[config.mk]
export PLATFORM = sky130hd
export DESIGN_NAME = button_int_ctrl
export DESIGN_NICKNAME = d
export VERILOG_FILES = /design/src/rtl/button_int_ctrl.sv
export SDC_FILE = /design/constraint.sdc
export NUM_CORES = 1
export LEC_CHECK = 0
export CAP_MARGIN = 25
export CORE_MARGIN = 3
export CORE_UTILIZATION = 45
export DETAILED_ROUTE_END_ITERATION = 6
export PLACE_DENSITY = 0.85
export SETUP_SLACK_MARGIN = 0.15
export SYNTH_ARGS = -nofsm -noshare
export SYNTH_HDL_FRONTEND = slang
export SYNTH_SLANG_ARGS = --single-unit
[constraint.sdc]
create_clock -name CLK -period 1.34 [get_ports CLK]
set_input_delay 0.335 -clock CLK [delete_from_list [all_inputs] [get_ports CLK]]
set_output_delay 0.335 -clock CLK [all_outputs]
set_load 0.03 [all_outputs]
[src/rtl/button_int_ctrl.sv]
// Button interrupt responder: edge-captured pending lines, fixed priority, ack/done handshake.
// Optional debounce stage on each line is enabled with BUTTON_INT_DEBOUNCE_EN.
module button_int_ctrl #(
  parameter int          NUM_LINES       = 8,
  parameter logic [15:0] VECTOR_BASE     = 16'h0100,
  parameter logic [15:0] VECTOR_STRIDE   = 16'h0010,
  parameter int          DEBOUNCE_CYCLES = 4
) (
  input  logic                 CLK,
  input  logic                 RESET,
  input  logic [NUM_LINES-1:0] hardware,
  input  logic [NUM_LINES-1:0] int_mask,
  input  logic                 int_ack,
  input  logic                 int_done,
  output logic                 int_req,
  output logic [15:0]          interrupt_reg,
  output logic [NUM_LINES-1:0] pending,
  output logic                 in_service
);

  localparam int IW = (NUM_LINES > 1) ? $clog2(NUM_LINES) : 1;

  typedef enum logic [1:0] {
    IDLE,
    REQ,
    SERVICE
  } state_t;

  state_t state, state_n;

  logic [NUM_LINES-1:0] sync_a, sync_q;
  logic [NUM_LINES-1:0] level, level_d, rise_q;
  logic [NUM_LINES-1:0] cand, clr;
  logic [IW-1:0]        idx, idx_n, win;
  logic                 any;
  logic                 req_n, svc_n;
  logic [15:0]          vec_n;

  always_ff @(posedge CLK) begin
    if (RESET) begin
      sync_a  <= '0;
      sync_q  <= '0;
      level_d <= '0;
      rise_q  <= '0;
    end else begin
      sync_a  <= hardware;
      sync_q  <= sync_a;
      level_d <= level;
      rise_q  <= level & ~level_d;
    end
  end

`ifdef BUTTON_INT_DEBOUNCE_EN
  localparam int CW = $clog2(DEBOUNCE_CYCLES + 1);

  logic [CW-1:0]        cnt [NUM_LINES];
  logic [NUM_LINES-1:0] deb;

  // Level only moves after DEBOUNCE_CYCLES samples disagreeing in a row.
  always_ff @(posedge CLK) begin
    if (RESET) begin
      deb <= '0;
      for (int i = 0; i < NUM_LINES; i++)
        cnt[i] <= '0;
    end else begin
      for (int i = 0; i < NUM_LINES; i++) begin
        if (sync_q[i] == deb[i]) begin
          cnt[i] <= '0;
        end else if (cnt[i] == CW'(DEBOUNCE_CYCLES - 1)) begin
          deb[i] <= sync_q[i];
          cnt[i] <= '0;
        end else begin
          cnt[i] <= cnt[i] + 1'b1;
        end
      end
    end
  end

  assign level = deb;
`else
  assign level = sync_q;
`endif

  function automatic logic [15:0] vec_of(input logic [IW-1:0] i);
    return VECTOR_BASE + 16'(i) * VECTOR_STRIDE;
  endfunction

  always_comb begin
    cand = pending & int_mask;
    any  = |cand;
    win  = '0;
    for (int i = NUM_LINES - 1; i >= 0; i--)
      if (cand[i])
        win = IW'(i);
  end

  always_comb begin
    state_n = state;
    idx_n   = idx;
    req_n   = int_req;
    svc_n   = in_service;
    vec_n   = interrupt_reg;
    clr     = '0;
    unique case (state)
      IDLE: begin
        if (any) begin
          idx_n   = win;
          vec_n   = vec_of(win);
          req_n   = 1'b1;
          state_n = REQ;
        end
      end
      REQ: begin
        // Ack wins over a coincident done.
        if (int_ack) begin
          req_n   = 1'b0;
          svc_n   = 1'b1;
          clr     = NUM_LINES'(1) << idx;
          state_n = SERVICE;
        end
      end
      SERVICE: begin
        if (int_done) begin
          svc_n   = 1'b0;
          state_n = IDLE;
        end
      end
      default: state_n = IDLE;
    endcase
  end

  always_ff @(posedge CLK) begin
    if (RESET) begin
      state         <= IDLE;
      idx           <= '0;
      int_req       <= 1'b0;
      in_service    <= 1'b0;
      interrupt_reg <= 16'h0000;
      pending       <= '0;
    end else begin
      state         <= state_n;
      idx           <= idx_n;
      int_req       <= req_n;
      in_service    <= svc_n;
      interrupt_reg <= vec_n;
      // A fresh edge on the acked line survives the clear.
      pending       <= (pending & ~clr) | rise_q;
    end
  end

endmodule
# Word level (Yosys, flattened, before mapping)
# Cells that the tools add are included.
[totals]
register_bits = 63
in_bits = 20
out_inout_bits = 26
word_cells = 51
[classes]
n_addsub = 1
eq_ne = 5
n_shift = 1
n_mux = 20
bitwise_logic = 6
n_reduce_logical = 8
[ops]
columns = ["cell", "n"]
rows = [
  ["bitwise AND 8 bit", 3],
  ["two-way mux 3 bit", 8],
  ["two-way mux 8 bit", 2],
  ["inverter 8 bit", 2],
  ["adder 9 x 7 -> 10 bit (first input constant)", 1],
  ["AND reduction 3 bit", 3],
  ["OR 8 bit", 1],
  ["OR reduction 8 bit", 1],
  ["<< shifter 1 x 3 -> 8 bit (first input constant)", 1],
  ["two-way mux 2 bit", 3],
  ["inequality test 2 bit (second input constant)", 3],
  ["case mux 2 bit (3 select lines)", 1],
  ["two-way mux 1 bit", 4],
  ["case mux 1 bit (2 select lines)", 2],
  ["nonzero test 2 bit", 2],
  ["== test 2 x 1 -> 1 bit (second input constant)", 1],
  ["== test 2 bit (second input constant)", 1],
  ["zero test 2 bit", 1],
  ["AND reduction 2 bit", 1],
]

# Depth between registers and ports, before layout
# Gate-level depths: netlist (run 1).
[depth]
depth_word = 10
ltp_mapped = 4
mapped_depth_nobuf = 4

# Worst setup path after synthesis (run 1)
# Ideal clock, no wire load.
[synth_path]
path_kind = "reg2reg"
from = "register interrupt_reg[6] (netlist name)"
to = "register pending[4]"
setup_time_ns = 0.128
t_arrival_ns = 1.185
required_ns = 1.212
slack_ns = 0.028
stages_incl_launch_ff = 5
n_path_buf = 0
period_less_slack_ns = 1.312
path_cell_list = "dfxtp_1 nand4b_1 or3_1 a21oi_1 nor2_1"
[synth_lines]
columns = ["element", "line_no", "text"]
rows = [
  ["end signal: assignment", "147", "pending <= (pending & ~clr) | rise_q;"],
  ["end: declaration", "17", "output logic [NUM_LINES-1:0] pending,"],
]

# Worst setup path in the final report (run 1)
[layout_path]
from = "register state[1]"
to = "register pending[0]"
[layout_between]
elab_chain_len = 5
[layout_rtl]
columns = ["element", "line_no", "text"]
rows = [
  ["start: declaration", "29", "state_t state, state_n;"],
  ["start signal: assignment", "141", "state <= state_n;"],
  ["== test 2 x 1 -> 1 bit", "104", "unique case (state)"],
  ["two-way mux 8 bit", "104", ""],
  ["inverter 8 bit", "147", ""],
  ["bitwise AND 8 bit", "147", ""],
  ["OR 8 bit", "147", ""],
]
# No other way between the ends.
# A chain may end at the register's enable or synchronous reset.

==> results.cfg, run 1 <==
[layout]
design_area_um2 = 2215
area_growth_pct = 33.48
antenna_cells = 0
multi_input_area_um2 = 628.1
regArea_um2 = 1002
final_nets = 231
layout_commonest_cell = dfxtp_1
final_util_pct = 64.34
drive_above_1_share_pct = 27.01
layout_common_cells = dfxtp_1 (35), nor2b_1 (33), nand2_1 (13)
nFillCells = 280

[job]
maxCapViolCount = 0

[worst_hold_path]
hold_path_class = flop to flop
holdPathStages = 1
whs_endpoint = rise_q[6]$_SDFF_PP0_
min_from = level_d[6]$_SDFF_PP0_

[critical_path]
timing.rr.start = state[1]$_SDFFE_PP0P_
reg2reg_depth = 4
r2r_end = pending[0]$_SDFF_PP0_
arrival_ns = 1.42
critical_path_class = flop to flop
required_ns = 1.53
path_max_fanout = 7
end_kind = flop
rrSetupSlack_ns = 0.12
start_kind = flop

[logic_synthesis]
ys_types = 28
syn_inst = 166
synth_xor_xnor_area_share_pct = 0
synth_top_family_by_area = simple AND/OR/NAND/NOR gates
synth_compound_area_share_pct = 13.88
synth_edf_count = 0
synth.avg_cell_area_um2 = 9.995
synth_area_um2 = 1659
ys.flop_type = dfxtp_1
ys_warn_count = 0
muxShareOfSynthArea_pct = 0
synth_fa_ha_area_share_pct = 0
synthSimpleGateAreaFrac_pct = 19.08
yosys_register_bits = 48
ys_async_sr_fraction_pct = 0
ys_seq_area_share_pct = 57.92

[drt]
detail_route.first_pass.iterations = 4
wl_per_cell_um = 11.43
routed_wl_mm = 2.938
drcViolationCount = 0
via_per_inst = 4.782
ant_nets = 0
drt-initial-drc-count = 69
route.vias.total = 1229

[timing]
min_period_over_period_pct = 91.30
rsz0062_at_grt = yes
finalSetupViolCount = 0
fmax_ghz = 0.8174
slew_violations = 0
min_period_ns = 1.223
finClkSkew_ns = 0.007723
hold_viol = 0

[placement]
dpl.hpwl_mm = 2.128
gp_congestion = 0.8489
port_buffers = 33
dpl_cell_area_um2 = 2028

[clock_tree]
cts_made_buffers = 5
cts_tree = done
clk_pin_slew_ns = 0.08
worst_skew_pair.late_latency_ns = 0.30
clock-sinks = 48
clock-root-buffer = clkbuf_8
clockBufferDepth = 2
htreeDepth = 2

[global_routing]
grt_pass1_wl_mm = 4.478
grt_pass1_vias = 1058
antenna_found_initial = 0
grt_max_degree = 17
grt_overflow = 0
grt_usage_pct = 13.80

[floorplan]
die_w_um = 66.72
die_h_um = 66.72
die_area_um2 = 4452
core_area_um2 = 3442
rows = 21
start_util_pct = 48.20
pin_count = 46

[run_status]
status = finished, final reports clean

[pwr]
p_leak_nw = 0.8877
peakVddDrop_mv = 0.7967
p_per_area_nw_per_um2 = 1219
-- area by class of cell --
type / count / share of cell area (%)
Multi-Input combinational cell: 102 / 28.36
Clock buffer: 5 / 3.107
Sequential cell: 48 / 45.25
Inverter: 11 / 1.864
Tap cell: 46 / 2.599
Timing Repair Buffer: 43 / 18.25
Clock inverter: 2 / 0.5650
-- per-layer routing --
layer | part of all wire (%) | vias up | GRT usage [%]
li1 | - | 615 | -
met1 | 40 | 553 | 14.72
met2 | 48 | 55 | 23.02
met3 | 10 | 6 | 6.071
met4 | 2.0 | 0 | 6.853
met5 | 0 | - | 0
-- cell usage after synthesis, types with 2 or more instances --
library cell	n	share of area, %
dfxtp_1	48	58
nor2b_1	33	12
a21oi_1	13	3.9
nand2_1	13	2.9
buf_4	12	5.4
inv_1	11	2.5
o21ai_0	8	2.4
nor2_1	3	0.68
a2111oi_0	2	1.1
a22oi_1	2	0.90
a22oi_2	2	1.5
a32o_1	2	1.2
clkbuf_1	2	0.45
-- worst max path at each step --
stage | end | slack (ns) | start
final | pending[0]$_SDFF_PP0_ | 0.12 | state[1]$_SDFFE_PP0P_
after global placement | idx[0]$_SDFFE_PP0P_ | -0.27 | int_mask[5]
after detailed placement | pending[0]$_SDFF_PP0_ | -0.31 | int_ack
after floorplan | pending[4]$_SDFF_PP0_ | 0.16 | interrupt_reg[6]$_SDFFE_PP0P_
after global routing | pending[0]$_SDFF_PP0_ | 0.06 | state[1]$_SDFFE_PP0P_
after CTS | pending[0]$_SDFF_PP0_ | 0.13 | state[1]$_SDFFE_PP0P_
-- worst max-delay path: stages (launching register included) --
cell and delay, ns:
dfxtp_4 0.37, nand3b_1 0.19, or2_4 0.26, o31ai_2 0.21
a21oi_1 0.08
-- report_power, final --
group	internal [mW]	switching, mW	total [mW]
Combinational	0.161	0.204	0.365
Sequential	1.49	0.0519	1.54
Clock	0.353	0.442	0.795
-- per-stage QoR --
stage / worst slack [ns] / hold slack (ns) / power, mW / instances / TNS (ns)
finish: 0.1166 / 0.3800 / 2.699 / 257 / 0
global route: 0.06283 / 0.3961 / 2.826 / 257 / 0
CTS: 0.1300 / 0.3798 / 2.716 / 256 / 0
detailed placement: -0.3073 / 0.3711 / 1.925 / 248 / -5.609
global placement: -0.2704 / 0.3710 / 1.915 / 248 / -5.097
floorplan: 0.1561 / 0.3674 / 1.800 / 177 / 0
-- repair_timing --
action | in CTS | in global routing
gates cloned | 0 | 0
buffers inserted | 1 | 1
hold buffers | 0 | 0
setup endpoints to repair | 18 | 26
pin swaps | 8 | 5
resized for setup | 19 | 23
-- cell families after synthesis --
logic type | after synthesis
flops | 48
simple gates | 55
other cells | 1
compound gates | 35
buf+inv | 27
Power figures use the tool's default switching activity.
==> run 2, diff against run 1 <==
--- a/config.mk
+++ b/config.mk
@@ -7,9 +7,9 @@
 export LEC_CHECK = 0
 export CAP_MARGIN = 25
 export CORE_MARGIN = 3
-export CORE_UTILIZATION = 45
+export CORE_UTILIZATION = 46
 export DETAILED_ROUTE_END_ITERATION = 6
-export PLACE_DENSITY = 0.85
+export PLACE_DENSITY = 0.86
 export SETUP_SLACK_MARGIN = 0.15
 export SYNTH_ARGS = -nofsm -noshare
 export SYNTH_HDL_FRONTEND = slang
==> run 2 against run 1 <==
  * Via count is 4.1% higher
  * First-iteration DRC count is 70% higher
  * Utilization is 2.3 points higher
  * Fmax is 1.2% lower
  * Largest cell class unchanged
  * Critical path type unchanged
  * Clock skew is 0.00080 ns lower
==> results.cfg, run 2 (same netlist as run 1, synthesis figures left out) <==
[run_status]
status = finished, final reports clean

[layout]
antenna_cells = 0
layout_commonest_cell = nor2b_1
drive_above_1_share_pct = 30.73
layout_common_cells = nor2b_1 (33), dfxtp_1 (32), clkdlybuf4s50_1 (15), buf_4 (15), buf_6 (14)
area_growth_pct = 37.25
design_area_um2 = 2277
final_nets = 237

[critical_path]
required_ns = 1.61
cp_cell_sequence = nand3b_1, or2_4, o31ai_2, a21oi_1
cpPeakStageDelay_ns = 0.39
rrSetupSlack_ns = 0.10
start_kind = flop
arrival_ns = 1.50
cp_num_buf_inv = 0
path_delay_family = simple AND/OR/NAND/NOR gates
cp-startpoint = state[1]$_SDFFE_PP0P_
reg2reg_depth = 4
cpMaxStageDelayCell = dfxtp_4
path_max_fanout = 7
critical_path_class = flop to flop
worst-path-stages = 4
end_kind = flop
timing.rr.start = state[1]$_SDFFE_PP0P_

[floorplan]
rows = 21
die_w_um = 66.06
die_h_um = 66.06
pin_count = 46
die_area_um2 = 4363
start_util_pct = 48.57
core_area_um2 = 3416

[pwr]
report.power.total_mw = 2.664
p_sw_uw = 725.1
combPwrFrac_pct = 15.9
p_per_area_nw_per_um2 = 1170
seqPwrFrac_pct = 57.7
p_leak_nw = 0.9151
p_clk_share_pct = 26.4
swShare_pct = 27.22
internal_power_mw = 1.939
peakVddDrop_mv = 0.7513

[clock_tree]
clock-sinks = 48
clk_pin_slew_ns = 0.13
cts_tree = done
clock-root-buffer = clkbuf_4
worst_skew_pair.late_latency_ns = 0.36
cts_made_buffers = 5
clockBufferDepth = 2
htreeDepth = 2
cts_hold_buffers = 0

[worst_hold_path]
min_from = int_ack
hold_path_class = input pin to flop
holdPathStages = 2

[timing]
finalSetupViolCount = 0
fmax_ghz = 0.8079
rsz0062_at_grt = yes
setup_tns_ns = 0
min_period_ns = 1.238
min_period_over_period_pct = 92.37
finClkSkew_ns = 0.006927
hold_viol = 0
slew_violations = 0

[drt]
routed_wl_mm = 3.366
ant_nets = 0
via_per_inst = 4.845
detail_route.first_pass.iterations = 4
route.vias.total = 1279
drt-initial-drc-count = 117
highest_layer = met4
drt-met1-wl_mm = 1.307
wl_per_cell_um = 12.75
met3WireLength_um = 263
wl_met2_mm = 1.720
drcViolationCount = 0

[job]
maxCapViolCount = 0

[global_routing]
grt_max_degree = 17
grt_pass1_vias = 1203
grt_usage_pct = 16.04
antenna_found_initial = 0
grt_pass1_wl_mm = 5.175
grt_overflow = 0

[placement]
dpl.hpwl_mm = 2.135
dpl_cell_area_um2 = 2021
port_buffers = 33
gp_congestion = 0.8886
## run 2: path summary, 6_finish.rpt
check,to
setup reg to reg,pending[0]$_SDFF_PP0_
hold / removal,state[0]$_SDFFE_PP0P_
setup / recovery,pending[0]$_SDFF_PP0_
hold reg to reg,rise_q[2]$_SDFF_PP0_
## run 2: per-stage QoR
stage / util [%] / hold slack [ns] / std cells / worst slack, ns
final: 66.67 / 0.3768 / 264 / 0.1023
after global placement: 59.16 / 0.3710 / 247 / -0.2684
after detailed placement: 59.16 / 0.3716 / 247 / -0.3062
after CTS: 65.27 / 0.3641 / 262 / 0.1093
after global routing: 66.67 / 0.3617 / 264 / 0.03997
after floorplan: - / 0.3674 / 177 / 0.1561
## run 2: metal layers
metal  global-route usage, %  vias to the layer above
met3                   6.463                        9
li1                        -                      628
met2                   27.41                       50
met4                   8.376                        0
met1                   16.81                      592
met5                       0                        -
## run 2: timing repair
action | in CTS | in global routing
setup endpoints to repair | 23 | 27
pin swaps | 7 | 3
buffers inserted | 7 | 2
resized for setup | 33 | 14
## run 2: cell type report
cell class	count	area (um2)
Timing Repair Buffer	49	479.2
Inverter	11	41.29
Clock inverter	2	15.01
Clock buffer	6	51.30
Tap cell	46	57.56
Multi-Input combinational cell	102	626.9
Sequential cell	48	1006
Fill cell	248	1139
## run 2: power groups by stage
stage                     combinational, mW  clock, mW  sequential [mW]
after CTS                             0.393      0.718             1.53
after detailed placement              0.349          0             1.57
final                                 0.424      0.702             1.54
after global placement                0.344          0             1.57
after floorplan                       0.185          0             1.62
after global routing                  0.456      0.790             1.55
